==> src/rtl/usb_rx_deserializer.sv <==
// USB receive bit engine: SYNC detection, NRZI decoding, bit unstuffing,
// LSB-first deserialisation and EOP detection, one sampled line bit per strobe.
module usb_rx_deserializer #(
    parameter int unsigned SYNC_MIN_ZEROS = 5
) (
    input  logic       clk,
    input  logic       nRST,
    input  logic       bit_strobe,
    input  logic       line_j,
    input  logic       line_se0,
    output logic [7:0] data_out,
    output logic       byte_valid,
    output logic       rx_active,
    output logic       eop,
    output logic       align_err,
    output logic       stuff_err
);
    typedef enum logic [1:0] {S_IDLE, S_SYNC, S_DATA, S_EOP} state_e;

    localparam logic [2:0] SyncMin = 3'(SYNC_MIN_ZEROS);

    state_e      state_q;
    logic        prev_level_q;
    logic [6:0]  shift_q;
    logic [2:0]  bit_cnt_q;
    logic [2:0]  ones_cnt_q;
    logic [2:0]  zero_cnt_q;
    logic        align_pend_q;
    logic [7:0]  data_q;
    logic        byte_valid_q;
    logic        rx_active_q;
    logic        eop_q;
    logic        align_err_q;
    logic        stuff_err_q;

    logic        dec_bit;
    logic [7:0]  byte_d;

    // Unchanged line level decodes as 1. The oldest of the seven held bits
    // sits in shift_q[0], so the completed byte is the new bit on top of them.
    assign dec_bit = (line_j == prev_level_q);
    assign byte_d  = {dec_bit, shift_q};

    always_ff @(posedge clk or negedge nRST) begin
        if (!nRST) begin
            state_q      <= S_IDLE;
            prev_level_q <= 1'b1;
            shift_q      <= '0;
            bit_cnt_q    <= '0;
            ones_cnt_q   <= '0;
            zero_cnt_q   <= '0;
            align_pend_q <= 1'b0;
            data_q       <= '0;
            byte_valid_q <= 1'b0;
            rx_active_q  <= 1'b0;
            eop_q        <= 1'b0;
            align_err_q  <= 1'b0;
            stuff_err_q  <= 1'b0;
        end else begin
            // NOTE: pulses default low each cycle; with non-blocking
            // assignments a later assignment below overrides this default.
            byte_valid_q <= 1'b0;
            eop_q        <= 1'b0;
            align_err_q  <= 1'b0;
            stuff_err_q  <= 1'b0;

            if (bit_strobe) begin
                case (state_q)
                    S_IDLE: begin
                        if (!line_se0 && !line_j) begin
                            state_q      <= S_SYNC;
                            zero_cnt_q   <= 3'd1;
                            prev_level_q <= 1'b0;
                        end else begin
                            prev_level_q <= 1'b1;
                        end
                    end

                    S_SYNC: begin
                        if (line_se0) begin
                            state_q      <= S_IDLE;
                            prev_level_q <= 1'b1;
                        end else if (!dec_bit) begin
                            prev_level_q <= line_j;
                            if (zero_cnt_q != 3'd7)
                                zero_cnt_q <= zero_cnt_q + 3'd1;
                        end else if (zero_cnt_q >= SyncMin) begin
                            state_q      <= S_DATA;
                            prev_level_q <= line_j;
                            rx_active_q  <= 1'b1;
                            bit_cnt_q    <= '0;
                            ones_cnt_q   <= '0;
                        end else begin
                            state_q      <= S_IDLE;
                            prev_level_q <= 1'b1;
                        end
                    end

                    S_DATA: begin
                        if (line_se0) begin
                            state_q      <= S_EOP;
                            align_pend_q <= (bit_cnt_q != 3'd0);
                        end else begin
                            prev_level_q <= line_j;
                            if (ones_cnt_q == 3'd6) begin
                                // Stuff slot: a 0 is dropped, a 1 is a violation.
                                if (!dec_bit) begin
                                    ones_cnt_q <= '0;
                                end else begin
                                    stuff_err_q  <= 1'b1;
                                    rx_active_q  <= 1'b0;
                                    state_q      <= S_IDLE;
                                    prev_level_q <= 1'b1;
                                end
                            end else begin
                                shift_q    <= byte_d[7:1];
                                bit_cnt_q  <= bit_cnt_q + 3'd1;
                                ones_cnt_q <= dec_bit ? ones_cnt_q + 3'd1 : 3'd0;
                                if (bit_cnt_q == 3'd7) begin
                                    data_q       <= byte_d;
                                    byte_valid_q <= 1'b1;
                                end
                            end
                        end
                    end

                    S_EOP: begin
                        if (!line_se0) begin
                            eop_q        <= 1'b1;
                            align_err_q  <= align_pend_q;
                            rx_active_q  <= 1'b0;
                            state_q      <= S_IDLE;
                            prev_level_q <= 1'b1;
                        end
                    end

                    default: state_q <= S_IDLE;
                endcase
            end
        end
    end

    assign data_out   = data_q;
    assign byte_valid = byte_valid_q;
    assign rx_active  = rx_active_q;
    assign eop        = eop_q;
    assign align_err  = align_err_q;
    assign stuff_err  = stuff_err_q;

endmodule

==> config.mk <==
export PLATFORM = sky130hd
export DESIGN_NAME = usb_rx_deserializer
export DESIGN_NICKNAME = d
export VERILOG_FILES = /design/src/rtl/usb_rx_deserializer.sv
export SDC_FILE = /design/constraint.sdc
export NUM_CORES = 1
export LEC_CHECK = 0
export ABC_AREA = 1
export CAP_MARGIN = 20
export CORE_MARGIN = 3
export CORE_UTILIZATION = 55
export DETAILED_ROUTE_END_ITERATION = 6
export PLACE_DENSITY = 0.79
export SLEW_MARGIN = 20
export SYNTH_ARGS = -nofsm -noshare
export SYNTH_HDL_FRONTEND = slang
export SYNTH_SLANG_ARGS = --single-unit
==> constraint.sdc <==
create_clock -name clk -period 3.79 [get_ports clk]
set_input_delay 0.5685 -clock clk [delete_from_list [all_inputs] [get_ports clk]]
set_output_delay 0.5685 -clock clk [all_outputs]
set_load 0.01 [all_outputs]
======== Yosys cells after proc, flatten, opt, wreduce, memory -nomap -nowiden ========
Cells that the tools add are included.
word-level totals
  register bits after elaboration ......... 33
  latch bits .............................. 0
  bits in writable memories ............... 0
  memory bits (read-only) ................. 0
  input port bits ......................... 5
  output and inout bits ................... 13
  logic and storage cells ................. 116
  memories ................................ 0
operators by class
  add/sub/neg operators ................... 3
  multiply operators ...................... 0
  div/mod/pow operators ................... 0
  order comparisons ....................... 1
  eq/ne operators ......................... 22
  shifts and indexed selects .............. 0
  mux-type cells .......................... 58
  bitwise logic cells ..................... 2
  reductions and logical operators ........ 17
operators with widths
  kind                                                              number
  3-bit 2-to-1 mux                                                  13
  1-bit 2-to-1 mux                                                  31
  2-bit != test (second input constant)                             11
  3-bit case mux with 2 select lines                                3
  2-bit 2-to-1 mux                                                  8
  3-bit != test (second input constant)                             5
  7-bit AND reduction                                               2
  6-bit AND reduction                                               2
  3-bit by 1-bit adder with 3-bit output (second input constant)    3
  9-bit AND reduction                                               1
  2-bit case mux with 4 select lines                                1
  3-bit == test (second input constant)                             2
  3-bit AND reduction                                               2
  3-bit nonzero test                                                2
  5-bit AND reduction                                               1
  2-bit == test (second input constant)                             2
  1-bit case mux with 4 select lines                                1
  4-bit AND reduction                                               1
  2-bit nonzero test                                                2
  3-bit >= comparator (second input constant)                       1
  1-bit case mux with 3 select lines                                1
  2-bit by 1-bit == test with 1-bit output (second input constant)  1
  1-bit logical NOT                                                 2
  2-bit logical NOT                                                 1
  3 further kinds                                                   4

======== Longest topological paths before layout ========
  depth in word-level cells ............... 6
  mapped depth ............................ 9
  gate-level depth less buffers ........... 9

======== Worst setup path after synthesis ========
Ideal clock, no wire load.
  kind .................................... input-to-reg
  from .................................... in line_j
  to ...................................... reg zero_cnt_q[0]
  setup time .............................. 0.127 ns
  data arrival time ....................... 1.411 ns
  required time ........................... 3.663 ns
  path slack .............................. 2.251 ns
  stages .................................. 6
  path buffers ............................ 0
  cells stage by stage .................... inv_1 ha_1 o21ai_0 nand4_1 nand2_1 o21ai_0
on the way
  elaborated cells on any way between the ends .. 6
  those cells by class .................... eq/ne (3); reduce/logical (3)
RTL lines
  element                               RTL line  source
  start: declaration                    9         input logic line_j,
  1-bit == test                         41        assign dec_bit = (line_j == prev_level_q);
  net dec_bit                           36        logic dec_bit;
  2-bit != test (no source line)        --
  6-bit AND reduction (no source line)  --
  end signal: assignment                86        zero_cnt_q <= zero_cnt_q + 3'd1;
  end: declaration                      27        logic [2:0] zero_cnt_q;
The timed path passes the listed nets, and every way through them passes these cells.
A chain may end at the register's enable or synchronous reset.

======== Final worst setup path ========
Same ends and word-level chain as after synthesis.

==> flow_metrics.py <==
metrics = {
    "grt": {
        "gr-total-overflow": 0,
        "grt_pass1_wl_mm": 5.402,
        "antenna_found_initial": 0,
        "grt_max_degree": 34,
        "track_usage_pct": 19.61,
        "grt_pass1_vias": 1302,
    },
    "synth": {
        "synth_fp_nets": 216,
        "yosys.area.top_type_share_pct": 47.69,
        "seq_area_frac_synth_pct": 49.25,
        "syn_avg_cell_area_sq_um": 8.312,
        "async_flop_share_pct": 100.0,
        "synth_edf_count": 0,
        "ys.warnings.count": 0,
        "synthCells": 202,
        "ys_ff_latch": 33,
        "synth-main-ff-cell": "dfrtp_1",
        "yosysTopAreaCell": "dfrtp_1",
        "syn-cell-area_sq_um": 1679,
        "synthDistinctLibCells": 26,
        "synth.area.top_cells": "dfrtp_1, nand2_1, ha_1, o21ai_0, inv_1",
    },
    "clock_network": {
        "cts_tree": "built",
        "numCtsBuffers": 5,
        "clock_sinks": 33,
        "insertion_delay_ns": 0.33,
        "cts_resized": 0,
        "ctsRootBufferMaster": "clkbuf_4",
        "clockBufferDepth": 2,
        "htreeDepth": 2,
        "cts_setup_buffers": 0,
        "hold_buffers": 0,
        "clkSlewWorstSetupHoldPaths_ns": 0.10,
    },
    "power": {
        "pwr-share-comb_pct": 27.0,
        "seq_power_share_pct": 45.3,
        "irDropWorstVdd_uv": 296.5,
        "powerDensity_nw_per_um2": 503.1,
        "switching_power_uw": 340.3,
        "netSwitchingFraction_pct": 34.56,
        "p_leak_uw": 0.001008,
        "cell_internal_pwr_uw": 644.3,
        "clock_power_share_pct": 27.7,
    },
    "placed_design": {
        "routabilityCongestion": 0.8865,
        "port_buffers": 17,
        "dpl-instance-area_sq_um": 1872,
        "dp_hpwl_mm": 2.489,
        "dp_slack_ns": 1.541,
    },
    "route": {
        "vias_per_cell": 5.262,
        "routedWlPerCell_um": 12.88,
        "drtAntennaViolNets": 0,
        "drc_errors": 0,
        "wirelength_mm": 3.296,
        "dr.pass1.iters": 4,
        "drt_iter0_drc": 67,
        "vias": 1347,
    },
    "sta": {
        "setup_viol": 0,
        "max_freq_mhz": 524.3,
        "rsz0062_at_grt": "no",
        "slew_viol_final": 0,
        "tns_ns": 0,
        "finalHoldViolCount": 0,
        "skew_ns": 0.002038,
        "whs_ns": 0.4944,
        "worst_pin_slew_ns": 0.4261,
        "fin_crit_ns": 1.907,
        "finalCritPeriodShare_pct": 50.32,
        "fin_ws_ns": 1.883,
        "max_slew_margin_pct": 71.59,
    },
    "worst_setup_path": {
        "crit_type": "input pin to register",
        "cp.arrival_ns": 2.12,
        "worstSetupStartpointType": "input pin",
        "critPathSlowestCell": "clkdlybuf4s50_1",
        "path_max_fanout": 6,
        "path_cells": "clkdlybuf4s50_1, inv_1, ha_1, o21ai_0, nand4_1, nand2_1, o21ai_0",
        "rr_worst_depth": 7,
        "r2r-start": "state_q[1]",
        "critPathLaunch": "line_j",
        "slowest_delay_ns": 0.50,
        "endpoint_kind": "register",
        "crit_family": "buffers and inverters",
        "critPathBufInv": 2,
        "cp.depth": 7,
        "worst_ep_required_time_ns": 4.01,
        "crit_top_cell": "o21ai_0",
    },
    "final_layout": {
        "antennaDiodeCount": 0,
        "fin_area_sq_um": 1957,
        "area.growth.synth_to_final_pct": 16.54,
        "nNetsFinal": 238,
        "drive_gt1_share_pct": 9.333,
    },
    "hold_path": {
        "hold_depth": 2,
        "hp-class": "register to register",
        "min_from": "shift_q[4]",
    },
    "die": {
        "dieArea_sq_um": 3752,
        "rows": 19,
        "core_sq_um": 2829,
        "die_w_um": 61.26,
        "start_util_pct": 59.35,
        "die_h_um": 61.26,
        "pin_count": 18,
    },
    "job": {
        "maxCapViolCount": 0,
    },
    "outcome": {
        "status": "finished clean",
    },
}
-- cell usage after synthesis, types with 2 or more instances --
| cell | n |
|---|---|
| nand2_1 | 63 |
| dfrtp_1 | 32 |
| inv_1 | 23 |
| o21ai_0 | 18 |
| nand3_1 | 11 |
| nor2_1 | 10 |
| ha_1 | 9 |
| o21ai_1 | 6 |
| a21oi_1 | 4 |
| inv_2 | 4 |
| nor3_1 | 3 |
| nand2_2 | 2 |
| nand3b_1 | 2 |
| nand4_1 | 2 |
| nor2_4 | 2 |
-- registers in the layout, indices dropped and copies added, names as in the netlist, 2 cells and up --
register / count
bit_cnt_q: 3
ones_cnt_q: 3
data_out: 8
state_q: 2
shift_q: 7
zero_cnt_q: 3
-- stage by stage --
stage,total power [uW],std cells,utilization [%]
after floorplan,633.0,202,-
after global placement,699.3,248,66.17
after detailed placement,715.3,248,66.17
after CTS,991.7,256,69.17
after global routing,1054,256,69.17
final,984.5,256,69.17
-- placed cells by master (no fill, tap or decap) --
cell and count:
nand3b_1 2, o21bai_1 1, nor2_4 2, nand2_1 63, or2_0 1, dfstp_2 1
clkbuf_8 1, nor2_1 10, inv_1 23, nand2_2 2, ha_1 9, buf_4 1
nor2_2 1, dfrtp_1 32, clkbuf_1 1, nand3_1 11, nand3_2 1, nand4_1 2
a21oi_1 4, o21ai_0 18, o21ai_1 6, clkdlybuf4s50_1 17, nor3_1 3, clkbuf_4 5
bufinv_16 1, nand2_4 1, nand3_4 1, xor2_1 1, inv_2 4
-- worst reg2reg max path, delay by kind of cell (launching register included) --
family	cells	cell delay (ns)
AOI/OAI and AO/OA	1	0.07
buffers and inverters	2	0.33
and+or+nand+nor	4	0.58
DFF	1	0.61
-- power groups by stage --
stage | Combinational, uW | Sequential [uW] | Clock (uW)
floorplan | 195 | 438 | 0
global placement | 250 | 449 | 0
detailed placement | 264 | 451 | 0
CTS | 267 | 445 | 280
global route | 305 | 454 | 294
finish | 266 | 446 | 273
-- final timing paths --
| check | endpoint | slack, ns |
|---|---|---|
| min in group asynchronous | eop | 0.63 |
| worst max register to register | data_out[4] | 2.09 |
| worst min register to register | shift_q[4] | 0.49 |
| worst max-delay path | zero_cnt_q[0] | 1.88 |
| worst min-delay path | shift_q[4] | 0.49 |
| max in group asynchronous | prev_level_q | 2.82 |
-- layer usage --
layer	GRT usage (%)	up-vias	part of all wire, %
met2	32.93	27	51
met4	7.121	0	0.94
met1	23.35	633	44
met5	0	-	0
met3	6.499	4	4.1
li1	-	683	-
-- cell type report --
class	instances	area (sq um)
Fill cell	239	872.1
Clock buffer	7	55.05
Clock inverter	1	30.03
Sequential cell	33	827.0
Inverter	27	101.3
Timing Repair Buffer	18	177.7
Multi-Input combinational cell	139	726.9
Tap cell	31	38.79
-- kinds of logic (layout without fill, tap and decap cells) --
family | count (synthesis) | in the layout | synth area share, %
buffers and inverters | 30 | 53 | 7.451
adder cells (fa/ha/maj) | 9 | 9 | 6.707
XOR/XNOR | 1 | 1 | 0.5217
AND/OR/NAND/NOR | 100 | 100 | 27.27
flip-flops | 33 | 33 | 49.26
AO/OA/AOI/OAI | 29 | 29 | 8.793
Note: power is estimated with default switching activity, not from simulation.
